<file path="src/rtl/rr_mux_arbiter_pkg.sv">
// arb_pkg: shared types and helpers for the round-robin mux arbiter.
//   arb_state_t  : FSM state encoding (IDLE / BUSY)
//   ARB_*_DEFAULT: default sizing used by the top and its interface
//   next_rr()    : rotating-priority winner search over up to 8 requesters
package arb_pkg;

  typedef enum logic {IDLE = 1'b0, BUSY = 1'b1} arb_state_t;

  localparam int ARB_N_DEFAULT     = 4;
  localparam int ARB_WIDTH_DEFAULT = 64;

  // First set bit of req searching ptr, ptr+1, ... mod n. Inputs are
  // zero-padded to 8 bits so one function serves every legal N.
  // Returns ptr when nothing is requested; callers gate on |req.
  function automatic logic [2:0] next_rr(input logic [7:0] req,
                                         input logic [2:0] ptr,
                                         input int n);
    logic [2:0] idx;
    logic       found;
    next_rr = ptr;
    found   = 1'b0;
    for (int k = 0; k < 8; k++) begin
      idx = 3'((int'(ptr) + k) % n);
      if (k < n && !found && req[idx]) begin
        next_rr = idx;
        found   = 1'b1;
      end
    end
  endfunction

endpackage

</file>
<file path="src/rtl/rr_mux_arbiter_if.sv">
// rr_mux_arbiter_if: request/data/grant bundle between requesters and the
// arbiter.
//   req, data_in      : requester side -> arbiter
//   grant, sel        : registered ownership
//   out_data/out_valid: forwarded word of the current owner
//   expired           : forced-release pulse (hold-limit build only)
interface rr_mux_arbiter_if #(
  parameter int N     = 4,
  parameter int WIDTH = 64
);
  logic [N-1:0]         req;
  logic [N*WIDTH-1:0]   data_in;
  logic [N-1:0]         grant;
  logic [$clog2(N)-1:0] sel;
  logic [WIDTH-1:0]     out_data;
  logic                 out_valid;
  logic                 expired;

  modport master (output req, data_in,
                  input  grant, sel, out_data, out_valid, expired);
  modport slave  (input  req, data_in,
                  output grant, sel, out_data, out_valid, expired);
endinterface

</file>
<file path="src/rtl/rr_mux_arbiter_word_mux.sv">
// word_mux_nto1: N:1 word multiplexer built as a binary tree of 2:1 cells.
//   sel      : binary index, LSB steers the level nearest the inputs
//   data_in  : flattened words, word i at [i*WIDTH +: WIDTH]
//   data_out : selected word
module word_mux_nto1 #(
  parameter int N     = 4,
  parameter int WIDTH = 64
) (
  input  logic [$clog2(N)-1:0] sel,
  input  logic [N*WIDTH-1:0]   data_in,
  output logic [WIDTH-1:0]     data_out
);
  localparam int L = $clog2(N);

  // Heap-ordered tree: node 1 is the root, leaves are nodes N..2N-1,
  // node k picks between children 2k (sel bit 0) and 2k+1 (sel bit 1).
  logic [WIDTH-1:0] node [1:2*N-1];

  for (genvar i = 0; i < N; i++) begin : g_leaf
    assign node[N+i] = data_in[i*WIDTH +: WIDTH];
  end

  for (genvar k = 1; k < N; k++) begin : g_cell
    localparam int D = $clog2(k + 1) - 1;  // depth of node k, root = 0
    assign node[k] = sel[L-1-D] ? node[2*k+1] : node[2*k];
  end

  assign data_out = node[1];
endmodule

</file>
<file path="src/rtl/rr_mux_arbiter.sv">
// rr_mux_arbiter: round-robin owner selection for one shared WIDTH-bit path.
//   clk, reset : rising-edge clock, synchronous active-high reset
//   bus (slave): req/data_in in; grant/sel/out_data/out_valid/expired out
// Optional build macro ARB_HOLD_LIMIT_EN: evicts an owner after MAX_HOLD
// grant cycles when someone else is waiting; expired pulses on eviction.
//
// state | meaning
// IDLE  | no owner, grant=0, next edge grants the rotation winner
// BUSY  | grant[sel] owns the path until req[sel] drops (or eviction)
module rr_mux_arbiter
  import arb_pkg::*;
#(
  parameter int N        = ARB_N_DEFAULT,
  parameter int WIDTH    = ARB_WIDTH_DEFAULT,
  parameter int MAX_HOLD = 16
) (
  input logic             clk,
  input logic             reset,
  rr_mux_arbiter_if.slave bus
);
  localparam int SW = $clog2(N);

  arb_state_t    state_q, state_d;
  logic [N-1:0]  grant_q, grant_d;
  logic [SW-1:0] sel_q, sel_d;
  logic [SW-1:0] ptr_q, ptr_d;
  logic          expired_q, expired_d;
  logic [N-1:0]  others;
  logic [SW-1:0] win;
  logic          force_rel;
  logic [WIDTH-1:0] mux_word;

`ifdef ARB_HOLD_LIMIT_EN
  // Grant cycles left, loaded at grant; 0 means the owner has used MAX_HOLD.
  localparam int HW = (MAX_HOLD > 1) ? $clog2(MAX_HOLD) : 1;
  localparam logic [HW-1:0] HOLD_INIT = HW'(MAX_HOLD - 1);
  logic [HW-1:0] hold_q, hold_d;
`else
  wire unused_max_hold = |MAX_HOLD;
`endif

  function automatic logic [SW-1:0] pick(input logic [N-1:0] r,
                                         input logic [SW-1:0] p);
    logic [7:0] rp;
    logic [2:0] pp;
    rp = '0;
    pp = '0;
    rp[N-1:0]  = r;
    pp[SW-1:0] = p;
    return SW'(next_rr(rp, pp, N));
  endfunction

  always_comb begin
    state_d   = state_q;
    grant_d   = grant_q;
    sel_d     = sel_q;
    ptr_d     = ptr_q;
    expired_d = 1'b0;
    win       = '0;
    force_rel = 1'b0;
    // The owner's bit is masked so a handover never re-picks the owner.
    others    = bus.req & ~grant_q;
`ifdef ARB_HOLD_LIMIT_EN
    hold_d    = hold_q;
    force_rel = (state_q == BUSY) && bus.req[sel_q] && (hold_q == '0) && (|others);
`endif
    case (state_q)
      IDLE: begin
        if (|bus.req) begin
          win        = pick(bus.req, ptr_q);
          state_d    = BUSY;
          grant_d    = '0;
          grant_d[win] = 1'b1;
          sel_d      = win;
`ifdef ARB_HOLD_LIMIT_EN
          hold_d     = HOLD_INIT;
`endif
        end
      end
      BUSY: begin
        if (bus.req[sel_q] && !force_rel) begin
`ifdef ARB_HOLD_LIMIT_EN
          hold_d = (hold_q == '0) ? hold_q : hold_q - 1'b1;
`endif
        end else begin
          // Release (voluntary or evicted): rotate past the old owner.
          ptr_d     = sel_q + SW'(1);
          expired_d = force_rel;
`ifdef ARB_HOLD_LIMIT_EN
          hold_d    = HOLD_INIT;
`endif
          if (|others) begin
            win          = pick(others, sel_q + SW'(1));
            grant_d      = '0;
            grant_d[win] = 1'b1;
            sel_d        = win;
          end else begin
            state_d = IDLE;
            grant_d = '0;
          end
        end
      end
      default: state_d = IDLE;
    endcase
  end

  always_ff @(posedge clk) begin
    if (reset) begin
      state_q   <= IDLE;
      grant_q   <= '0;
      sel_q     <= '0;
      ptr_q     <= '0;
      expired_q <= 1'b0;
`ifdef ARB_HOLD_LIMIT_EN
      hold_q    <= HOLD_INIT;
`endif
    end else begin
      state_q   <= state_d;
      grant_q   <= grant_d;
      sel_q     <= sel_d;
      ptr_q     <= ptr_d;
      expired_q <= expired_d;
`ifdef ARB_HOLD_LIMIT_EN
      hold_q    <= hold_d;
`endif
    end
  end

  word_mux_nto1 #(.N(N), .WIDTH(WIDTH)) u_word_mux (
    .sel      (sel_q),
    .data_in  (bus.data_in),
    .data_out (mux_word)
  );

  assign bus.grant     = grant_q;
  assign bus.sel       = sel_q;
  assign bus.expired   = expired_q;
  assign bus.out_valid = (state_q == BUSY) && bus.req[sel_q];
  assign bus.out_data  = bus.out_valid ? mux_word : '0;

  always_ff @(posedge clk) begin
    if (!reset) begin
      assert ($onehot0(grant_q));
      if (state_q == BUSY) assert (grant_q[sel_q]);
    end
  end
endmodule

</file>
<file path="src/flat_wrapper.sv">
// flat-port wrapper written by rule: the top's interface ports become plain ports
module rr_mux_arbiter_flat import arb_pkg::*;
#(
  parameter int N        = ARB_N_DEFAULT,
  parameter int WIDTH    = ARB_WIDTH_DEFAULT,
  parameter int MAX_HOLD = 16
)
  (clk, reset, bus_req, bus_data_in, bus_grant, bus_sel, bus_out_data, bus_out_valid, bus_expired);
  rr_mux_arbiter_if #(.N(N), .WIDTH(WIDTH)) bus_i ();
  input logic clk;
  input logic reset;
  input wire logic [$bits(bus_i.req)-1:0] bus_req;
  input wire logic [$bits(bus_i.data_in)-1:0] bus_data_in;
  output wire logic [$bits(bus_i.grant)-1:0] bus_grant;
  output wire logic [$bits(bus_i.sel)-1:0] bus_sel;
  output wire logic [$bits(bus_i.out_data)-1:0] bus_out_data;
  output wire logic [$bits(bus_i.out_valid)-1:0] bus_out_valid;
  output wire logic [$bits(bus_i.expired)-1:0] bus_expired;
  assign bus_i.req = bus_req;
  assign bus_i.data_in = bus_data_in;
  assign bus_grant = bus_i.grant;
  assign bus_sel = bus_i.sel;
  assign bus_out_data = bus_i.out_data;
  assign bus_out_valid = bus_i.out_valid;
  assign bus_expired = bus_i.expired;
  rr_mux_arbiter #(.N(N), .WIDTH(WIDTH), .MAX_HOLD(MAX_HOLD)) u_core (.clk(clk), .reset(reset), .bus(bus_i));
endmodule
</file>
<file path="config.mk">
export PLATFORM = sky130hd
export DESIGN_NAME = rr_mux_arbiter_flat
export DESIGN_NICKNAME = d
export VERILOG_FILES = /design/src/rtl/rr_mux_arbiter_pkg.sv /design/src/rtl/rr_mux_arbiter_if.sv /design/src/rtl/rr_mux_arbiter_word_mux.sv /design/src/rtl/rr_mux_arbiter.sv /design/src/flat_wrapper.sv
export SDC_FILE = /design/constraint.sdc
export NUM_CORES = 1
export LEC_CHECK = 0
export CORE_AREA = 2 2 130 132
export CTS_CLUSTER_SIZE = 10
export DETAILED_ROUTE_END_ITERATION = 8
export DIE_AREA = 0 0 132 134
export SETUP_SLACK_MARGIN = 0.5
export SLEW_MARGIN = 20
export SYNTH_ARGS = -nofsm -noshare
export SYNTH_HDL_FRONTEND = slang
export SYNTH_HIERARCHICAL = 1
export SYNTH_SLANG_ARGS = --single-unit
</file>
<file path="constraint.sdc">
create_clock -name clk -period 5.81 [get_ports clk]
set_input_delay 1.4525 -clock clk [delete_from_list [all_inputs] [get_ports clk]]
set_output_delay 1.4525 -clock clk [all_outputs]
set_load 0.01 [all_outputs]
</file>
After elaboration in Yosys (flattened, before gate mapping):

Cells that the tools add are included.

* $add $sub $neg: 7
* order comparisons: 13
* eq/ne operators: 3
* muxes and demuxes: 70
* bitwise operators: 10
* reductions and logical operators: 26

Operators with widths (count)
* two-way mux 64 bit: 4
* two-way mux 1 bit: 35
* two-way mux 2 bit: 14
* < comparator 3 x 4 -> 1 bit (second input constant): 6
* binary-select mux 1 bit (select 3 bit): 6
* two-way mux 4 bit: 3
* OR reduction 2 bit: 6
* logical AND 1 bit: 9
* < comparator 2 x 3 -> 1 bit (second input constant): 3
* adder 2 bit (second input constant): 4
* < comparator 2 x 4 -> 1 bit (second input constant): 2
* case mux 4 bit (2 select lines): 1
* OR reduction 4 bit: 2
* adder 2 x 1 -> 2 bit (second input constant): 3
* bitwise AND 1 bit (first input constant): 6
* binary-select mux 1 bit (select 2 bit): 3
* zero test 1 bit: 6
* bitwise AND 4 bit: 1
* demux 1 bit (select 2 bit): 2
* greater-or-equal comparator 2 x 1 -> 1 bit (second input constant): 2
* != test 2 bit (second input constant): 2
* inverter 4 bit: 1
* case mux 2 bit (2 select lines): 1
* AND reduction 2 bit: 2
* 4 further kinds: 5

* flip-flop bits (word level): 9
* bits of input ports: 262
* output and inout port bits: 72
* word-level logic and storage cells: 133

Logic depth before layout (Yosys ltp):

* depth in word-level cells: 33
* gate-level depth with buffers: 6
* depth with buffers taken out: 5

Hierarchy:

Netlist, hierarchy kept.

By module, submodules not included
* word_mux_nto1: times used 1, cells each 78, area an instance 1622.8 sq um, sequential area each 0.0 sq um
* rr_mux_arbiter: times used 1, cells each 170, area an instance 1188.6 sq um, sequential area each 180.2 sq um

Worst setup path after synthesis:

Ideal clock, no wire load.

* path kind: input to output
* from: in bus_req[3]
* to: out bus_out_data[11]
* data arrival time: 2513 ps
* required time: 4358 ps
* path slack: 1844 ps
* cell stages on the path: 4
* path buffers: 2
* cells stage by stage: mux4_2 buf_2 clkbuf_1 and3_1

* word-level cells in the longest chain between the ends: 4

RTL lines
* start, declared: RTL line flat_wrapper.sv:12 `input wire logic [$bits(bus_i.req)-1:0] bus_req;`
* binary-select mux 1 bit (select 2 bit): RTL line rr_mux_arbiter.sv:138 `assign bus.out_valid = (state_q == BUSY) && bus.req[sel_q];`
* two-way mux 1 bit (not written as such): RTL line rr_mux_arbiter.sv:138
* logical AND 1 bit: RTL line rr_mux_arbiter.sv:138
* two-way mux 64 bit: RTL line rr_mux_arbiter.sv:139 `assign bus.out_data = bus.out_valid ? mux_word : '0;`
* end, declared: RTL line flat_wrapper.sv:16 `output wire logic [$bits(bus_i.out_data)-1:0] bus_out_data;`

No other way between the ends. The select of a mux whose other input is x is not followed.

Worst setup path in the final report:

* from: in bus_req[0]
* to: out bus_out_data[47]

The elaborated chain is that of the path after synthesis.

==> results <==
-- layout make-up --
cell class              count  area (sq um)
diodes                      1         2.502
inverters                   3         11.26
fillers                  1628          9940
repair buffers            337          3363
clock buffers               4         78.83
flip-flops and latches      9         188.9
well taps                 220         275.3
multi-input cells         207          2430
-- metal layers --
| metal | global-route usage | wire, um |
|---|---|---|
| met1 | 0.2207 | 6930 |
| met5 | 0 | 0 |
| met2 | 0.3620 | 9536 |
| met3 | 0.04460 | 1427 |
| met4 | 0.02295 | 60 |
-- cell usage after synthesis (2+ instances only) --
| master | count |
|---|---|
| a211oi_1 | 2 |
| a311oi_1 | 2 |
| mux4_2 | 61 |
| a21oi_1 | 4 |
| buf_2 | 7 |
| nor2_1 | 9 |
| o21ai_0 | 3 |
| dfxtp_1 | 9 |
| o22ai_1 | 2 |
| or3_1 | 2 |
| buf_6 | 2 |
| nand2b_1 | 4 |
| inv_1 | 3 |
| clkbuf_1 | 14 |
| a221oi_1 | 2 |
| and2_1 | 2 |
| and3_1 | 65 |
| buf_12 | 6 |
| nor2b_1 | 7 |
| o211ai_1 | 3 |
| mux4_1 | 4 |
| o21a_1 | 4 |
| nand2_1 | 5 |
| nor3_1 | 3 |
-- sequential cells by signal (all words and copies together) (netlist names) --
name / cells
u_core/bus.sel: 2
u_core/ptr_q: 2
u_core/bus.grant: 4
u_core/state_q: 1
-- placed cells by master (no fill, tap or decap), drive strengths merged, types with 2 or more instances in the layout --
cell type	instances
a21oi	4
or3	2
o21a	4
nor3	3
o21ai	3
and3	65
and2	3
clkbuf	4
dfxtp	9
nor2b	7
a211oi	2
nand2b	4
o211ai	3
nor2	9
buf	5
clkdlybuf4s50	331
a221oi	2
o22ai	2
inv	3
nand2	5
mux4	67
a311oi	2
-- how the worst min path moves through the flow --
stage	start	end	slack, ps
4_1_cts	u_core/ptr_q[0]	u_core/ptr_q[0]	540
3_3_place_gp	u_core/ptr_q[0]	u_core/ptr_q[0]	520
5_1_grt	u_core/ptr_q[0]	u_core/ptr_q[0]	570
6_report	u_core/ptr_q[0]	u_core/ptr_q[0]	550
2_1_floorplan	u_core/ptr_q[0]	u_core/ptr_q[0]	480
3_5_place_dp	u_core/ptr_q[0]	u_core/ptr_q[0]	530
-- through the flow --
step | utilization | power (W)
3_5_place_dp | 0.3814 | 0.001030
2_1_floorplan | - | 0.0006342
3_3_place_gp | 0.3814 | 0.001025
6_report | 0.3898 | 0.001165
5_1_grt | 0.3898 | 0.001229
4_1_cts | 0.3895 | 0.001175
-- power by group through the flow --
stage / clock network, W / logic [W] / registers, W
global placement: 0 / 0.000890 / 0.000136
finish: 0.000121 / 0.000908 / 0.000136
floorplan: 0 / 0.000544 / 0.0000899
CTS: 0.000123 / 0.000913 / 0.000138
detailed placement: 0 / 0.000894 / 0.000136
global route: 0.000126 / 0.000960 / 0.000142
-- repair_timing --
action                                  CTS  global route
resized for setup                         0             1
cloned                                    2             0
hold endpoints to repair                  0             0
endpoints found under the setup margin   27            38
-- critical path: stages --
cell and delay, ps:
clkdlybuf4s50_1 600, mux4_1 900, and3_1 330, clkdlybuf4s50_1 480
-- cells by family (layout without fill, tap and decap cells) --
family	after synthesis	in the layout
simple gates	108	108
mux	65	67
buf+inv	34	344
compound gates	30	30
flops	9	9
other cells	1	2
xor+xnor	1	1
==> impl_metrics.yaml <==
run_status:
  status: "completed"
detailed_routing:
  drc: 0
  avgRoutedWirePerCell_um: 22.99
  routed_wl_mm: 17.95
  detail_route.vias_per_cell: 4.839
  drt_iter0_drc: 140
  vias: 3779
  antenna_left: 0
  drt_pass1_iterations: 4
power:
  p_int_w: 0.0007326
  switching_share: 0.3710
  power.net_switching_w: 0.0004321
  comb_power_share: 0.779
  max-vdd-ir-drop_mv: 0.09727
  clkPwrFrac: 0.104
  p_seq_frac: 0.117
  p_per_area_nw_per_um2: 183.4
  leakagePower_nw: 2.340
logic_synthesis:
  muxShareOfSynthArea: 0.5260
  synthArstFlopShare: 0
  syn_nets: 510
  synthSimpleGateAreaFrac: 0.2345
  synth_top_area_frac: 0.4887
  synth-edff-count: 0
  syn_area_sq_um: 2811
  synthTopCellsByArea: "mux4_2 (49%), and3_1 (14%), dfxtp_1 (6.4%)"
  synth_cell_types: 47
  yosys.area.top_type: "mux4_2"
  synth_fa_ha_area_frac: 0
  synth-compound-area-share: 0.08055
  synth_seq_cells: 9
  synth_top_family_by_area: "multiplexers"
  syn_inst: 248
  synth_area_per_cell_sq_um: 11.34
  ys.warnings.count: 6
  synth_ff_type: "dfxtp_1"
  synthXorXnorAreaFrac: 0.003115
  synth_seq_area_share: 0.06409
timing:
  max-slew-margin-rel: 0.5508
  slew_violations: 0
  worst_slack_ps: 587.4
  max_freq_ghz: 0.1915
  setup_viol: 0
  fin_setup_tns_ps: 0
  rsz0062_at_grt: "no"
  max_slew.worst_pin.slew_ps: 673.7
  hold_violations: 0
  final.min_clock_period_ps: 5223
  clock_skew_ps: 4.369
  holdWs_ps: 545.4
  fin_crit_sh: 0.8989
clock_network:
  clock_path_buffers: 2
  path_clk_slew_ps: 40
  h-tree-depth: 1
  tritoncts: "done"
  root_buffer: "clkbuf_16"
  numCtsBuffers: 3
  postCtsSetupBuffers: 0
  clock_sinks: 9
  cts_hold_buf: 0
  clock_latency_ps: 240
placement:
  place_inst: 774
  place.port_buffers: 332
  dpl.hpwl_mm: 14.39
  place_congestion: 0.8718
  dpl_worst_slack_ps: 320.0
  placed_area_sq_um: 6213
global_routing:
  grt_max_degree: 45
  grt_overflow: 0
  grt_pass1_vias: 4009
  grt_usage: 0.1896
  grt_first_pass_wirelength_mm: 25.63
  antenna_found_initial: 1
setup_path:
  cp_max_fo: 19
  reg2reg_depth: 5
  crit_path_start_kind: "input port"
  r2r-start: "u_core/bus.sel[1]"
  arrival_ps: 3770
  path_class: "input port to output pin"
  crit_path_end: "bus_out_data[47]"
  required_ps: 4360
  startpoint: "bus_req[0]"
  r2r-end: "u_core/bus.grant[0]"
  critPathCaptureType: "output pin"
  regToRegSetupSlack_ps: 3150
layout:
  final_cells: 781
  design_area_sq_um: 6350
  final_nets: 823
  drive_gt1_frac: 0.1375
  areaGrowthSynthToFinish_pct: 125.9
floorplan:
  core_sq_um: 16290
  die_y_um: 134
  start_util: 0.1726
  dieArea_sq_um: 17690
  die_w_um: 132
  io_pins: 334
  fp-row-count: 47
worst_hold_path:
  holdPathStages: 2
  hp-class: "register to register"
run:
  max_cap_viol_count: 0
(Power assumes the default switching activity.)
